**src/rtl/div_arbiter.sv**
```systemverilog
// div_arbiter: round-robin sharing of one combinational divider between two valid/ready requesters
module div_arbiter #(
  parameter int WIDTH         = 4,
  parameter int SETTLE_CYCLES = 1,
  parameter int CNT_WIDTH     = 8
) (
  input  logic                 clk,
  input  logic                 rst_n,
  input  logic                 req0_valid,
  output logic                 req0_ready,
  input  logic [WIDTH-1:0]     req0_dividend,
  input  logic [WIDTH-1:0]     req0_divisor,
  input  logic                 req1_valid,
  output logic                 req1_ready,
  input  logic [WIDTH-1:0]     req1_dividend,
  input  logic [WIDTH-1:0]     req1_divisor,
  output logic                 rsp_valid,
  input  logic                 rsp_ready,
  output logic                 rsp_id,
  output logic [WIDTH-1:0]     rsp_quotient,
  output logic [WIDTH-1:0]     rsp_remainder,
  output logic                 rsp_err,
  output logic [WIDTH-1:0]     div_dividend,
  output logic [WIDTH-1:0]     div_divisor,
  input  logic [WIDTH-1:0]     div_quotient,
  input  logic [WIDTH-1:0]     div_remainder,
  input  logic                 div_valid,
  output logic                 busy,
  output logic [CNT_WIDTH-1:0] done_count
);
  typedef enum logic [1:0] {IDLE, WAIT, RESP} state_t;
  state_t               state_q, state_d;
  logic                 last_grant_q, last_grant_d;
  logic                 id_q, id_d;
  logic [WIDTH-1:0]     dividend_q, dividend_d;
  logic [WIDTH-1:0]     divisor_q, divisor_d;
  logic [WIDTH-1:0]     quotient_q, quotient_d;
  logic [WIDTH-1:0]     remainder_q, remainder_d;
  logic                 err_q, err_d;
  logic                 rsp_valid_q, rsp_valid_d;
  logic [3:0]           cnt_q, cnt_d;
  logic [CNT_WIDTH-1:0] done_count_q, done_count_d;
  logic                 grant1;
  always_ff @(posedge clk) begin
    if (!rst_n) begin
      state_q      <= IDLE;
      last_grant_q <= 1'b1;
      id_q         <= 1'b0;
      dividend_q   <= '0;
      divisor_q    <= '0;
      quotient_q   <= '0;
      remainder_q  <= '0;
      err_q        <= 1'b0;
      rsp_valid_q  <= 1'b0;
      cnt_q        <= '0;
      done_count_q <= '0;
    end else begin
      state_q      <= state_d;
      last_grant_q <= last_grant_d;
      id_q         <= id_d;
      dividend_q   <= dividend_d;
      divisor_q    <= divisor_d;
      quotient_q   <= quotient_d;
      remainder_q  <= remainder_d;
      err_q        <= err_d;
      rsp_valid_q  <= rsp_valid_d;
      cnt_q        <= cnt_d;
      done_count_q <= done_count_d;
    end
  end
  always_comb begin
    state_d      = state_q;
    last_grant_d = last_grant_q;
    id_d         = id_q;
    dividend_d   = dividend_q;
    divisor_d    = divisor_q;
    quotient_d   = quotient_q;
    remainder_d  = remainder_q;
    err_d        = err_q;
    rsp_valid_d  = rsp_valid_q;
    cnt_d        = cnt_q;
    done_count_d = done_count_q;
    case (state_q)
      IDLE: if (req0_ready | req1_ready) begin
        state_d      = WAIT;
        id_d         = req1_ready;
        last_grant_d = req1_ready;
        dividend_d   = req1_ready ? req1_dividend : req0_dividend;
        divisor_d    = req1_ready ? req1_divisor : req0_divisor;
        cnt_d        = 4'(SETTLE_CYCLES - 1);
      end
      WAIT: if (cnt_q == '0) begin
        state_d     = RESP;
        quotient_d  = div_quotient;
        remainder_d = div_remainder;
        err_d       = ~div_valid;
        rsp_valid_d = 1'b1;
      end else begin
        cnt_d = cnt_q - 4'd1;
      end
      RESP: if (rsp_ready) begin
        state_d      = IDLE;
        rsp_valid_d  = 1'b0;
        done_count_d = done_count_q + CNT_WIDTH'(1);
      end
      default: state_d = IDLE;
    endcase
  end
  always_comb begin
    grant1        = req1_valid & (~req0_valid | ~last_grant_q);
    req0_ready    = (state_q == IDLE) & req0_valid & ~grant1;
    req1_ready    = (state_q == IDLE) & grant1;
    busy          = state_q != IDLE;
    rsp_valid     = rsp_valid_q;
    rsp_id        = id_q;
    rsp_quotient  = quotient_q;
    rsp_remainder = remainder_q;
    rsp_err       = err_q;
    div_dividend  = dividend_q;
    div_divisor   = divisor_q;
    done_count    = done_count_q;
  end
endmodule
```
**config.mk**
```make
export PLATFORM = sky130hd
export DESIGN_NAME = div_arbiter
export DESIGN_NICKNAME = d
export VERILOG_FILES = /design/src/rtl/div_arbiter.sv
export SDC_FILE = /design/constraint.sdc
export NUM_CORES = 1
export LEC_CHECK = 0
export BUFFER_PORTS_ARGS = -buffer_cell sky130_fd_sc_hd__buf_2
export CAP_MARGIN = 10
export CORE_MARGIN = 3
export CORE_UTILIZATION = 42
export CTS_BUF_LIST = sky130_fd_sc_hd__clkbuf_4 sky130_fd_sc_hd__clkbuf_8 sky130_fd_sc_hd__clkbuf_16
export CTS_CLUSTER_DIAMETER = 30
export DETAILED_ROUTE_END_ITERATION = 10
export HOLD_SLACK_MARGIN = 0.1
export PLACE_DENSITY = 0.74
export RECOVER_POWER = 100
export SLEW_MARGIN = 10
export SYNTH_ARGS = -nofsm -noshare
export SYNTH_HDL_FRONTEND = slang
export SYNTH_SLANG_ARGS = --single-unit
```
**constraint.sdc**
```tcl
create_clock -name clk -period 1.2 [get_ports clk]
set_input_delay 0.06 -clock clk [delete_from_list [all_inputs] [get_ports clk]]
set_output_delay 0.06 -clock clk [all_outputs]
set_load 0.02 [all_outputs]
```
==> flow_summary.toml <==
[status]
outcome = "finished with violations"
failed_checks = "setup timing"

[drt]
wirelength_um = 4520
dr.pass1.iters = 4
postRouteAntennaNets = 0
wl_per_cell_um = 13.82
vias = 1651
via_per_inst = 5.049
drc = 0
drt_iter0_drc = 88

[synthesis]
synth-seq-cells = 34
syn_area_mm2 = 0.001479
synth_warnings = 0
synth_cell_types = 37
synth_edf_count = 0
synthCells = 169
synth_flop_cell = "dfxtp_1"
avgSynthCellArea_um2 = 8.751
synth_top_area_frac = 0.4602
yosysSeqAreaShare = 0.4602
synth_top_area_cell = "dfxtp_1"
synthArstFlopShare = 0
synth_area_leaders = "dfxtp_1 (46%), nand2_1 (9.9%), a21boi_1 (4.1%)"
yosysMostFrequentCell = "nand2_1"
synth_commonest_cells = "nand2_1 (39), dfxtp_1 (34), o21ai_0 (11), and2_1 (9)"
synth_nets = 201

[worst_setup_path]
path_buf_inv = 2
crit_slowest_cell = "dfxtp_2"
max_stage_delay_ns = 0.39
crit_family = "flip-flops"
crit_path_end_kind = "output port"
arrival_ns = 1.29
path_max_fanout = 4
critPathLaunchType = "register"
worstPathRequired_ns = 1.14
criticalPathCategory = "reg -> out"
reg2reg_slack_ns = -0.12
crit_path_cell_trace = "inv_1 > a21boi_2 > and2_4 > buf_6"

[final_layout]
final_util = 0.7836
drive_gt1_frac = 0.4099
fin_cells = 327
nFillCells = 227
antenna_cells = 0
final_cell_area_mm2 = 0.002510
final_nets = 315
syn_to_final_growth_pct = 69.71

[timing]
rsz0062_at_grt = "yes"
max_freq_mhz = 740.4
setup-tns-final_ns = -1.420
worst_slew_pin_slew_ns = 0.2968
final.setup_skew_ns = 0.01089
drv_slew = 0
finalSetupViolations = 19
finalCriticalPeriod_ns = 1.351
relSlewSlack = 0.8008
worst_slack_ns = -0.1506
period_share = 1.126
holdWs_ns = 0.1151
hold_viol = 0

[placed_design]
placedCellCount = 284
place_ws_ns = -0.2016
port_buffers = 59
place.gp.congestion = 0.7629
dpl_cell_area_mm2 = 0.001967
dp.final_hpwl_um = 2554

[die]
num_rows = 20
dieWidth_um = 65.34
io_pins = 60
start_util = 0.4617
core_area_mm2 = 0.003203
die_height_um = 65.34
die_area_mm2 = 0.004269

[power_and_ir_drop]
combPwrFrac = 0.272
p_per_area_mw_per_mm2 = 1026
p_leak_nw = 1.123
peakVddDrop_uv = 698.8
total_power_mw = 2.575
p_seq_frac = 0.483
swShare = 0.2995
p_int_mw = 1.804
power_frac_clock = 0.244
p_sw_uw = 771.4

[clocking]
cts_tree = "yes"
cts.path.max_buffers = 2
clkSinkCount = 34
clk_latency_ns = 0.33
cts_root_buffer = "clkbuf_4"
cts_max_level = 2
clk_pin_slew_ns = 0.10
cts_buffers = 5

[grt]
grt_usage = 0.2206
grt_pass1_wl_um = 7320
overflow = 0
antenna_found_initial = 0
grt_start_max_net_pins = 23
grt_pass1_vias = 1614

[job]
drv_cap = 0

[min_path]
hold_class = "in -> reg"
==> power groups by stage <==
stage / clock network [mW] / logic, mW / registers [mW]
global route: 0.692 / 0.761 / 1.25
floorplan: 0 / 0.222 / 1.34
finish: 0.629 / 0.702 / 1.24
detailed placement: 0 / 0.499 / 1.27
CTS: 0.642 / 0.665 / 1.24
global placement: 0 / 0.492 / 1.27
==> cells by family after synthesis <==
| kind of cell | share of synthesized area |
|---|---|
| buf+inv | 0.02707 |
| fa+ha+maj | 0.01692 |
| xor+xnor | 0.04146 |
| compound gates | 0.2005 |
| simple gates | 0.2538 |
| flops | 0.4602 |
==> registers in the layout (all words and copies together), names as in the netlist <==
| register | count |
|---|---|
| cnt_q | 4 |
| div_dividend | 4 |
| div_divisor | 4 |
| done_count | 8 |
| last_grant_q | 1 |
| rsp_err | 1 |
| rsp_id | 1 |
| rsp_quotient | 4 |
| rsp_remainder | 4 |
| rsp_valid | 1 |
| state_q | 2 |
==> metal layers <==
metal / GRT usage / wire length [µm] / vias up
met5: 0 / 0 / -
met4: 0.09326 / 102 / 0
met3: 0.06325 / 307 / 12
met2: 0.3780 / 2241 / 70
met1: 0.2553 / 1868 / 761
li1: - / - / 808
==> layout make-up <==
| type | instances | area (µm²) | area share |
|---|---|---|---|
| repair buffers | 112 | 780.7 | 0.3111 |
| multi-input cells | 126 | 908.4 | 0.3619 |
| clock buffers | 7 | 52.55 | 0.02094 |
| well taps | 44 | 55.05 | 0.02193 |
| inverters | 4 | 15.01 | 0.005982 |
| flip-flops and latches | 34 | 698.2 | 0.2782 |
==> worst paths after layout <==
path	from	end	depth (start not counted)
min	req0_valid	last_grant_q	4
max reg2reg	cnt_q[0]	rsp_err	8
max	last_grant_q	req0_ready	4
min reg2reg	div_divisor[0]	div_divisor[0]	2
==> placed cells by master (no fill, tap or decap), drive strengths merged, types with 2 or more instances in the layout <==
cell          n
and2          9
dfxtp        34
nand4         2
nor2          6
nand2        39
nand3         2
and3          2
ha            2
a21boi       12
nand2b        2
buf          62
dlygate4sd3  28
inv           4
a21oi         4
a22oi         8
xor2          2
nor3          3
or3           3
clkbuf       29
xnor2         5
nand3b        2
o21a          2
o21ai        12
==> worst register-to-register path: cells and delay by family, from the launching register on <==
family,cells,cell delay (ns)
buffers and inverters,3,0.37
flip-flops,1,0.33
AND/OR/NAND/NOR,3,0.28
adder cells (fa/ha/maj),1,0.14
AO/OA/AOI/OAI,1,0.11
==> timing repair <==
action | 4_1_cts | 5_1_grt
resized for setup | 42 | 19
setup buffers | 4 | 3
endpoints found under the setup margin | 28 | 33
pin swaps | 23 | 6
hold buffers | 28 | 0
gates cloned | 2 | 0
endpoints found under the hold margin | 22 | 0
Power figures use the tool's default switching activity.
